$ cat config.mk
export PLATFORM = sky130hd
export DESIGN_NAME = card_decoder_seq
export DESIGN_NICKNAME = d
export VERILOG_FILES = /design/src/rtl/card_decoder_seq.sv
export SDC_FILE = /design/constraint.sdc
export NUM_CORES = 1
export LEC_CHECK = 0
export BUFFER_PORTS_ARGS = -buffer_cell sky130_fd_sc_hd__buf_2
export CAP_MARGIN = 20
export CORE_ASPECT_RATIO = 0.6
export CORE_MARGIN = 5
export CORE_UTILIZATION = 55
export CTS_BUF_LIST = sky130_fd_sc_hd__clkbuf_16
export CTS_CLUSTER_SIZE = 28
export DETAILED_ROUTE_END_ITERATION = 8
export PLACE_DENSITY_LB_ADDON = 0.2
export SYNTH_ARGS = -nofsm -noshare
export SYNTH_HDL_FRONTEND = slang
export SYNTH_SLANG_ARGS = --single-unit
$ cat constraint.sdc
create_clock -name clk -period 3 [get_ports clk]
set_input_delay 0.6 -clock clk [delete_from_list [all_inputs] [get_ports clk]]
set_output_delay 0.6 -clock clk [all_outputs]
set_load 0.02 [all_outputs]
$ cat src/rtl/card_decoder_seq.sv
// card_decoder_seq: FIFO-buffered card index decoder producing suit/rank by iterative subtraction.
// Define CARD_DUP_CHECK_EN to build the dealt-card bitmap that drives card_dup.
module card_decoder_seq #(
  parameter int unsigned RANKS      = 13,
  parameter int unsigned SUITS      = 4,
  parameter int unsigned IDX_W      = 6,
  parameter int unsigned SUIT_W     = 2,
  parameter int unsigned RANK_W     = 4,
  parameter int unsigned FIFO_DEPTH = 4
) (
  input  logic              clk,
  input  logic              rst_n,
  input  logic [IDX_W-1:0]  card_bit,
  input  logic              activate,
  output logic              card_ready,
  output logic [SUIT_W-1:0] card_flower,
  output logic [RANK_W-1:0] card_number,
  output logic              card_valid,
  input  logic              card_accept,
  output logic              card_error,
  output logic              card_dup,
  input  logic              clear_deck,
  output logic              busy,
  output logic              work_done_card_processor
);
  localparam int unsigned DECK  = SUITS * RANKS;
  localparam int unsigned PTR_W = $clog2(FIFO_DEPTH);

  typedef enum logic [1:0] {IDLE, DIVIDE, HOLD} state_t;

  state_t           state;
  logic [IDX_W-1:0] mem [FIFO_DEPTH];
  logic [PTR_W-1:0] wr_ptr, rd_ptr;
  logic [PTR_W:0]   count;
  logic             push, pop;
  logic [IDX_W-1:0] head, rem;
  logic [SUIT_W:0]  q;
  logic             err, head_err, res_wr, res_ok;

  assign card_ready = (count != (PTR_W+1)'(FIFO_DEPTH));
  assign push       = activate & card_ready;
  assign pop        = (state == IDLE) && (count != '0);
  assign head       = mem[rd_ptr];
  // Extra bit lets the range check work even when DECK == 2**IDX_W.
  assign head_err   = ({1'b0, head} >= (IDX_W+1)'(DECK));
  assign res_wr     = (state == DIVIDE) && (err || (rem < IDX_W'(RANKS)));
  assign res_ok     = res_wr && !err;
  assign busy       = (state != IDLE) || (count != '0);

  always_ff @(posedge clk) begin
    if (push) mem[wr_ptr] <= card_bit;
  end

  always_ff @(posedge clk or negedge rst_n) begin
    if (!rst_n) begin
      wr_ptr <= '0;
      rd_ptr <= '0;
      count  <= '0;
    end else begin
      if (push) wr_ptr <= wr_ptr + 1'b1;
      if (pop)  rd_ptr <= rd_ptr + 1'b1;
      case ({push, pop})
        2'b10:   count <= count + 1'b1;
        2'b01:   count <= count - 1'b1;
        default: count <= count;
      endcase
    end
  end

  always_ff @(posedge clk or negedge rst_n) begin
    if (!rst_n) begin
      state                    <= IDLE;
      rem                      <= '0;
      q                        <= '0;
      err                      <= 1'b0;
      card_valid               <= 1'b0;
      card_error               <= 1'b0;
      card_flower              <= '0;
      card_number              <= '0;
      work_done_card_processor <= 1'b0;
    end else begin
      work_done_card_processor <= 1'b0;
      case (state)
        IDLE: begin
          if (pop) begin
            rem   <= head;
            q     <= '0;
            err   <= head_err;
            state <= DIVIDE;
          end
        end
        DIVIDE: begin
          if (err) begin
            card_flower              <= '0;
            card_number              <= '0;
            card_error               <= 1'b1;
            card_valid               <= 1'b1;
            work_done_card_processor <= 1'b1;
            state                    <= HOLD;
          end else if (rem >= IDX_W'(RANKS)) begin
            rem <= rem - IDX_W'(RANKS);
            q   <= q + 1'b1;
          end else begin
            card_flower              <= q[SUIT_W-1:0];
            card_number              <= rem[RANK_W-1:0];
            card_error               <= 1'b0;
            card_valid               <= 1'b1;
            work_done_card_processor <= 1'b1;
            state                    <= HOLD;
          end
        end
        HOLD: begin
          if (card_accept) begin
            card_valid <= 1'b0;
            state      <= IDLE;
          end
        end
        default: state <= IDLE;
      endcase
    end
  end

`ifdef CARD_DUP_CHECK_EN
  logic [DECK-1:0]  dealt;
  logic [IDX_W-1:0] idx;
  logic             dup_q;

  always_ff @(posedge clk or negedge rst_n) begin
    if (!rst_n) begin
      dealt <= '0;
      idx   <= '0;
      dup_q <= 1'b0;
    end else begin
      if (pop)    idx   <= head;
      if (res_wr) dup_q <= res_ok && dealt[idx];
      // Clear takes priority over marking a card written on the same edge.
      if (clear_deck)  dealt      <= '0;
      else if (res_ok) dealt[idx] <= 1'b1;
    end
  end

  assign card_dup = dup_q;
`else
  logic unused_clear;
  logic unused_res_ok;
  assign unused_clear  = clear_deck;
  assign unused_res_ok = res_ok;
  assign card_dup      = 1'b0;
`endif

endmodule

==> results_dict.tcl, run 1 <==
set metrics [dict create \
    postCtsSetupRepairBufs 0 \
    start_util 0.570 \
    finalCriticalPeriod_ps 2190 \
    synth-edff-count 24 \
    cp.arrival_ps 2400 \
    grt_pass1_vias 1389 \
    finalClockSkew_ps 5.92 \
    layoutNonFillerInstCount 260 \
    ys.flop_type "dfrtp_1" \
    slew_violations 0 \
    die_width_um 94.3 \
    dieHeight_um 60.6 \
    pin_count 23 \
    n_fill_cell 304 \
    rr_worst_depth 8 \
    drtIter0Drc 138 \
    numCtsBuffers 5 \
    hold_buffers 0 \
    async_flop_share 0.529 \
    r2r_end "count[2]$_DFFE_PN0P_" \
    syn-cell-area_um2 2350 \
    hold_viol_final 0 \
    worst_pin_slew_ps 588 \
    row_count 18 \
    grt_pass1_wl_um 7200 \
    synth.distinct_cells 49 \
    design.core.area_um2 4120 \
    die-area_um2 5720 \
    grt_antenna_before_repair 0 \
    clk_latency_ps 290 \
    crit_path_end_kind "flop" \
    area_growth_pct 12.4 \
    design_area_um2 2640 \
    cts.sinks 51 \
    drive_gt1_frac 0.220 \
    h-tree-depth 2 \
    placed_area_um2 2480 \
    dp.cells 252 \
    diodes 0 \
    routed_wl_um 4310 \
    status "finished clean" \
    post_drt_wl_per_cell_um 16.6 \
    clock-root-buffer "clkbuf_16" \
    post-route-util 0.640 \
    yosysTopAreaCell "edfxtp_1" \
    clockBufferDepth 2 \
    dp_hpwl_um 3190 \
    clkTransAtPathRegs_ps 60 \
    seq_area_frac_synth 0.595 \
    synthCells 178 \
    postRouteAntennaNets 0 \
    syn_nets 197 \
    reg2reg_from "state[0]$_DFFE_PN0P_" \
    worstPathRequired_ps 3210 \
    start_kind "flop" \
    grt_setup_unrepaired "false" \
    leakagePower_nw 1.12 \
    nNetsFinal 218 \
    ys_warn_count 0 \
    ys_ff_latch 51 \
    grt_overflow 0 \
    holdWs_ps 309 \
    cts.repair.resized 0 \
    path_max_fanout 5 \
    post-route-drc-count 0 \
    gp_congestion 0.816 \
    worstSetupStartpoint "state[0]$_DFFE_PN0P_" \
    vias 1468 \
    p_per_area_nw_per_um2 1190 \
    max_slew_margin 0.608 \
    tritoncts "built" \
    maxCapViolCount 0 \
    r2r_setup_slack_ps 810 \
    tns_ps 0 \
    grt_usage 0.175 \
    clock.fmax_mhz 457 \
    setup_viol 0 \
    io_buffers 20 \
    worst-setup-path-type "reg -> reg" \
    vias_per_cell 5.65 \
    yosys-top-cells-area "edfxtp_1, dfrtp_1, mux4_2, ha_1, nand2_1" \
    hp-class "in -> async" \
    grt_max_degree 28 \
    synth_top_cell_area_share 0.307 \
    dr.pass1.iters 4 \
    avgSynthCellArea_um2 13.2 \
    ir_worst_vdd_mv 0.472 \
    period_share 0.729 \
]
where the power goes:
part | total [mW] | internal, mW | switching [mW]
combinational | 1.34 | 0.560 | 0.783
clock | 0.590 | 0.357 | 0.233
sequential | 1.21 | 0.992 | 0.221
total | 3.15 | 1.91 | 1.24
worst max-delay path, stage by stage (launching register included):
cell and delay [ps]:
dfrtp_1 420, or2_4 280, nor2_1 330, ha_1 260, inv_1 60, fa_1 370, xor2_1 150, nor2_1 110
xor2_1 150
state kept, by name, summed over array words and instances, names as in the netlist:
name and flops:
mem 24, rem 6, card_number 4, count 3, card_flower 2, q 2, rd_ptr 2, state 2
wr_ptr 2, card_error 1, card_valid 1, err 1, work_done_card_processor 1
how the worst max path moves through the flow:
| stage | endpoint | depth (start not counted) | slack (ps) |
|---|---|---|---|
| 6_report | count[2]$_DFFE_PN0P_ | 8 | 810 |
| 5_1_grt | count[2]$_DFFE_PN0P_ | 8 | 650 |
| 4_1_cts | count[2]$_DFFE_PN0P_ | 8 | 800 |
| 3_5_place_dp | count[2]$_DFFE_PN0P_ | 8 | 800 |
| 3_3_place_gp | count[2]$_DFFE_PN0P_ | 8 | 860 |
| 2_1_floorplan | count[2]$_DFFE_PN0P_ | 10 | 880 |
layer usage:
layer / vias to the layer above / global-route usage / wire length (um) / part of all wire
met5: - / 0 / 0 / 0
met4: 0 / 0.0823 / 66 / 0.015
met3: 6 / 0.0471 / 272 / 0.063
met2: 39 / 0.239 / 1880 / 0.44
met1: 731 / 0.262 / 2090 / 0.48
li1: 692 / - / - / -
synth_stat cells, types with 2 or more instances:
cell / instances
dfrtp_1: 27
inv_1: 13
o211ai_1: 2
nand2_1: 14
xor2_1: 3
nand4_1: 3
and2_1: 2
a22oi_1: 2
nand3_1: 3
a21o_1: 2
xnor2_1: 3
nor2_1: 5
a21bo_2: 3
buf_2: 2
edfxtp_1: 24
nand2b_1: 3
o2111ai_1: 2
ha_1: 7
mux4_2: 5
a21oi_1: 7
a31oi_1: 4
buf_6: 2
or2_4: 2
o22ai_1: 2
and3_1: 4
o2bb2ai_1: 2
o21ai_0: 8
layout by cell type, fill, tap and decap left out, types with 3 or more instances in the layout:
cell,synthesis,layout
xnor2_1,3,3
inv_1,13,14
and3_1,4,4
nand3_1,3,3
dfrtp_1,27,27
o21ai_0,8,8
nand2_1,14,14
nand2b_1,3,3
a21oi_1,7,7
ha_1,7,7
clkbuf_16,0,6
a31oi_1,4,4
a21bo_2,3,3
edfxtp_1,24,24
xor2_1,3,3
nand4_1,3,3
nor2_1,5,5
buf_2,2,20
mux4_2,5,5
cells by family (layout without fill, tap and decap cells):
kind of cell / Yosys count / count (layout) / synth area share
xor gates and xnor gates: 6 / 6 / 0.0224
and+or+nand+nor: 42 / 42 / 0.0986
muxes: 8 / 8 / 0.0682
other: 1 / 1 / 0.00160
adders and majority gates: 8 / 8 / 0.0458
DFF: 51 / 51 / 0.595
AOI/OAI and AO/OA: 42 / 42 / 0.127
buffers and inverters: 20 / 42 / 0.0416
area by class of cell:
cell class                      count  area (um2)  area share
Timing Repair Buffer               20         100      0.0380
Multi-Input combinational cell    107         853       0.324
Clock inverter                      2        10.0     0.00380
Inverter                           14        52.6      0.0199
Tap cell                           60        75.1      0.0285
Sequential cell                    51        1400       0.529
Clock buffer                        6         150      0.0569
stage by stage:
stage | total power [mW] | setup WS, ps
floorplan | 2.23 | 877
global placement | 2.47 | 864
detailed placement | 2.56 | 804
CTS | 3.15 | 798
global route | 3.38 | 653
finish | 3.15 | 813
No activity file was read; power rests on OpenSTA's default activity.
==> run 2, diff against run 1 <==
--- a/config.mk
+++ b/config.mk
@@ -9,7 +9,7 @@
 export CAP_MARGIN = 20
 export CORE_ASPECT_RATIO = 0.6
 export CORE_MARGIN = 5
-export CORE_UTILIZATION = 55
+export CORE_UTILIZATION = 52
 export CTS_BUF_LIST = sky130_fd_sc_hd__clkbuf_16
 export CTS_CLUSTER_SIZE = 28
 export DETAILED_ROUTE_END_ITERATION = 8
==> constraint.sdc (replaced) <==
create_clock -name clk -period 2 [get_ports clk]
set_input_delay 0.4 -clock clk [delete_from_list [all_inputs] [get_ports clk]]
set_output_delay 0.4 -clock clk [all_outputs]
set_load 0.02 [all_outputs]
==> run 2 against run 1 <==
Wire length is 4.7% higher; clock-buffer cell count decreased by 1; total power rose by 55%; cell area is 3.0% higher; die area increased by 5.0%; setup slack got worse by 740 ps; clock skew barely moved; utilization is 0.16 points higher; first-iteration DRC count decreased by 12%; via count rose by 2.7%; critical path type unchanged; final cell count rose by 3.1%; worst hold slack got worse by 190 ps.
==> results_dict.tcl, run 2 (synthesis gave the netlist of run 1 again) <==
set metrics [dict create \
    dr.pass1.iters 4 \
    largest_reg_flops 24 \
    crit_path_end_kind "flop" \
    start_kind "flop" \
    cts.sinks 51 \
    clock.fmax_mhz 519 \
    grt_antenna_before_repair 0 \
    worst-setup-path-type "reg -> reg" \
    design_area_um2 2720 \
    grt_pass1_vias 1516 \
    rr_worst_depth 8 \
    clockBufferDepth 2 \
    tritoncts "built" \
    reg2reg_from "state[1]$_DFFE_PN0P_" \
    gp_congestion 0.853 \
    post-route-util 0.642 \
    grt_usage 0.169 \
    h-tree-depth 2 \
    r2r_end "count[2]$_DFFE_PN0P_" \
    path_max_fanout 4 \
    row_count 18 \
    final_cell_mix "dfrtp_1, edfxtp_1, buf_2, nand2_1, inv_1" \
    nNetsFinal 226 \
    period_share 0.963 \
    finalClockSkew_ps 5.56 \
    clock-root-buffer "clkbuf_16" \
    p_per_area_nw_per_um2 1800 \
    slew_violations 0 \
    max_slew_margin 0.593 \
    hold_viol_final 0 \
    dp_hpwl_um 3350 \
    routed_wl_um 4510 \
    leakagePower_nw 1.14 \
    worstPathRequired_ps 2200 \
    regMostFlops "mem" \
    top_regs "mem x24, rem x6, card_number x4" \
    drtIter0Drc 121 \
    maxCapViolCount 0 \
    pin_count 23 \
    n_fill_cell 334 \
    design.core.area_um2 4230 \
    post-route-drc-count 0 \
    placed_area_um2 2520 \
    diodes 0 \
    die-area_um2 6000 \
    drive_gt1_frac 0.288 \
    worst_pin_slew_ps 610 \
    setup_viol 0 \
    numCtsBuffers 5 \
    dieHeight_um 62.0 \
    area_growth_pct 15.7 \
    status "finished clean" \
    grt_pass1_wl_um 7720 \
    power_mw 4.88 \
    postRouteAntennaNets 0 \
    layout_commonest_cell "dfrtp_1" \
    ir_worst_vdd_mv 0.697 \
    finalCriticalPeriod_ps 1930 \
    cp.arrival_ps 2120 \
    grt_overflow 0 \
    start_util 0.554 \
    grt_setup_unrepaired "true" \
    grt_max_degree 28 \
    vias_per_cell 5.62 \
    hold_buffers 0 \
    io_buffers 20 \
    post_drt_wl_per_cell_um 16.8 \
    clk_latency_ps 290 \
    r2r_setup_slack_ps 70 \
    clkTransAtPathRegs_ps 70 \
    die_width_um 96.7 \
    vias 1507 \
    hp-class "in -> async" \
]
run 2: cell type report:
cell class              count  area (um2)  area share
multi-input cells         107         891       0.328
well taps                  60        75.1      0.0276
flip-flops and latches     51        1400       0.514
clock inverters             3        16.3     0.00599
clock buffers               5         125      0.0461
inverters                  14        52.6      0.0193
repair buffers             28         160      0.0590
run 2: worst max path at each step:
stage / cells after the start / endpoint / startpoint
4_1_cts: 10 / count[2]$_DFFE_PN0P_ / count[1]$_DFFE_PN0P_
6_report: 8 / count[2]$_DFFE_PN0P_ / state[1]$_DFFE_PN0P_
3_5_place_dp: 10 / count[2]$_DFFE_PN0P_ / count[1]$_DFFE_PN0P_
2_1_floorplan: 10 / count[2]$_DFFE_PN0P_ / count[0]$_DFFE_PN0P_
5_1_grt: 8 / count[2]$_DFFE_PN0P_ / state[1]$_DFFE_PN0P_
3_3_place_gp: 10 / count[2]$_DFFE_PN0P_ / count[1]$_DFFE_PN0P_
run 2: where the power goes:
| group | switching [mW] | total (mW) | internal [mW] |
|---|---|---|---|
| clock | 0.350 | 0.807 | 0.456 |
| combinational | 1.26 | 2.26 | 0.998 |
| sequential | 0.322 | 1.81 | 1.49 |
run 2: stage by stage:
| step | instances | setup slack, ps | TNS (ps) | hold slack (ps) |
|---|---|---|---|---|
| 3_3_place_gp | 256 | 65.0 | 0 | 430 |
| 5_1_grt | 268 | -9.30 | -14.2 | 163 |
| 4_1_cts | 265 | 10.2 | 0 | 134 |
| 6_report | 268 | 73.7 | 0 | 115 |
| 2_1_floorplan | 178 | 36.6 | 0 | 104 |
| 3_5_place_dp | 256 | -76.2 | -76.2 | 444 |
run 2: critical path: stages (launching register included):
cell     delay, ps
dfrtp_1        420
or2_4          270
nor2_4         130
ha_4           160
inv_1           50
fa_2           330
xor2_1         150
nor2_1         130
xor2_1         190
run 2: timing repair:
item / in CTS / in global routing
pin swaps: 1 / 1
resized for setup: 5 / 3
buffers inserted: 1 / 3
endpoints found under the setup margin: 1 / 2
run 2: per-layer routing:
layer | up-vias | routed length (um) | track usage | share of wire
li1 | 707 | - | - | -
met1 | 750 | 2170 | 0.242 | 0.48
met2 | 47 | 2040 | 0.253 | 0.45
met3 | 3 | 277 | 0.0502 | 0.061
met4 | 0 | 24 | 0.0540 | 0.0053
met5 | - | 0 | 0 | 0
==> run 3, diff against run 2 <==
--- a/config.mk
+++ b/config.mk
@@ -14,6 +14,7 @@
 export CTS_CLUSTER_SIZE = 28
 export DETAILED_ROUTE_END_ITERATION = 8
 export PLACE_DENSITY_LB_ADDON = 0.2
+export REMOVE_ABC_BUFFERS = 1
 export SYNTH_ARGS = -nofsm -noshare
 export SYNTH_HDL_FRONTEND = slang
 export SYNTH_SLANG_ARGS = --single-unit
==> run 3 against run 2 <==
Flip-flop and latch count did not move; utilization fell by 0.65 points; clock power fell by 2.6%; via count fell by 2.4%; combinational power fell by 3%; sequential share of layout area rose by 0.53 points; fmax rose by 0.39%; clock skew fell by 1.7 ps; register-to-register slack barely moved; worst hold slack improved by 16 ps.
==> results_dict.tcl, run 3 (synthesis gave the netlist of run 1 again) <==
set metrics [dict create \
    die_width_um 96.7 \
    maxCapViolCount 0 \
    layout_commonest_cell "dfrtp_1" \
    drive_gt1_frac 0.274 \
    clockBufferDepth 2 \
    n_fill_cell 357 \
    grt_usage 0.158 \
    leakagePower_nw 1.14 \
    busiest_layer "met2" \
    grt_overflow 0 \
    grt_pass1_vias 1434 \
    post_drt_wl_per_cell_um 16.5 \
    start_util 0.554 \
    cp_num_buf_inv 1 \
    ir_worst_vdd_mv 0.586 \
    diodes 0 \
    grt_antenna_before_repair 0 \
    dieHeight_um 62.0 \
    tns_ps 0 \
    multiInputGateArea_um2 868 \
    postRouteAntennaNets 0 \
    io_buffers 20 \
    worst_pin_slew_ps 633 \
    seqCellArea_um2 1400 \
    cts.sinks 51 \
    grt.met1_usage 0.216 \
    finalCriticalPeriod_ps 1920 \
    largest_reg_flops 24 \
    rr_worst_depth 8 \
    cp.arrival_ps 2120 \
    die-area_um2 6000 \
    critical-path-top-delay-family "adder cells" \
    routed_wl_um 4430 \
    hold_buffers 0 \
    status "finished clean" \
    setup_viol 0 \
    drtIter0Drc 112 \
    max_stage_delay_ps 410 \
    area_growth_pct 14.6 \
    layoutNonFillerInstCount 268 \
    row_count 18 \
    start_kind "flop" \
    pin_count 23 \
    vias_per_cell 5.49 \
    period_share 0.959 \
    worstPathRequired_ps 2200 \
    crit_path_frequent_cell "xor2_1" \
    h-tree-depth 2 \
    dp.cells 257 \
    cp.depth 8 \
    use_met2 0.253 \
    clkTransAtPathRegs_ps 60 \
    grt_pass1_wl_um 7210 \
    slew_violations 0 \
    clock-root-buffer "clkbuf_16" \
    dr.pass1.iters 4 \
    tritoncts "built" \
    nNetsFinal 226 \
    path_cells "or2_4 -> nor2_2 -> ha_2 -> inv_1 -> fa_2 -> xor2_1 -> nor2_1 -> xor2_1" \
    gr-usage-met3 0.0435 \
    hp-class "in -> async" \
    path_max_fanout 5 \
    critPathSlowestCell "dfrtp_1" \
    vias 1471 \
    post-route-drc-count 0 \
    regMostFlops "mem" \
    clk_latency_ps 280 \
    top_regs "mem x24, rem x6, card_number x4" \
    final_cell_mix "dfrtp_1, edfxtp_1, buf_2, nand2_1, inv_1" \
    worst-setup-path-type "reg -> reg" \
    dp_hpwl_um 3280 \
    max_slew_margin 0.578 \
    clock.fmax_mhz 521 \
    grt_max_degree 28 \
    gp_congestion 0.805 \
    p_per_area_nw_per_um2 1780 \
    finalClockSkew_ps 3.81 \
    design.core.area_um2 4230 \
    crit_path_end_kind "flop" \
    hold_viol_final 0 \
    numCtsBuffers 5 \
]
-- run 3: cell types whose count changed in the layout (fill, tap and decap cells not counted), sizes merged --
cell and delta:
clkinvlp -1, clkinv +1
-- run 3: per-stage QoR --
step	power, mW	hold slack, ps	area (um2)	utilization	worst slack (ps)
2_1_floorplan	3.28	104	2300	-	-123
3_3_place_gp	3.78	441	2510	0.594	118
3_5_place_dp	3.92	463	2510	0.594	-23.1
4_1_cts	4.74	164	2660	0.627	9.40
5_1_grt	5.13	185	2690	0.635	-2.68
6_report	4.77	131	2690	0.635	81.2
-- run 3: timing repair --
| action | 4_1_cts | 5_1_grt |
|---|---|---|
| pin swaps | 0 | 1 |
| endpoints found under the setup margin | 1 | 1 |
| setup buffers | 0 | 3 |
| gates resized for setup | 3 | 4 |
| cloned | 0 | 0 |
-- run 3: per-layer routing --
| metal | wire (um) | vias to the layer above |
|---|---|---|
| met5 | 0 | - |
| met4 | 38 | 0 |
| met3 | 223 | 4 |
| met2 | 2020 | 33 |
| met1 | 2150 | 725 |
| li1 | - | 709 |
-- run 3: worst paths after layout --
kind / startpoint / end / slack (ps)
setup / recovery: state[1]$_DFFE_PN0P_ / count[2]$_DFFE_PN0P_ / 80
hold / removal: rst_n / rd_ptr[1]$_DFFE_PN0P_ / 130
setup reg to reg: state[1]$_DFFE_PN0P_ / count[2]$_DFFE_PN0P_ / 80
hold reg to reg: card_number[1]$_DFFE_PN0P_ / card_number[1]$_DFFE_PN0P_ / 470
max in group asynchronous: rst_n / wr_ptr[0]$_DFFE_PN0P_ / 1450
min in group clk: card_bit[0] / mem[2][0]$_DFFE_PP_ / 320
-- run 3: area by class of cell --
cell class | count | share of cell area
clock buffers | 5 | 0.0465
clock inverters | 3 | 0.00419
inverters | 14 | 0.0195
multi-input cells | 107 | 0.323
flip-flops and latches | 51 | 0.519
well taps | 60 | 0.0279
repair buffers | 28 | 0.0596
-- run 3: report_power, final --
part / leakage (nW) / internal [mW] / switching, mW
clock: 0.0701 / 0.450 / 0.336
sequential: 0.544 / 1.49 / 0.309
combinational: 0.526 / 0.967 / 1.22
total: 1.14 / 2.91 / 1.87
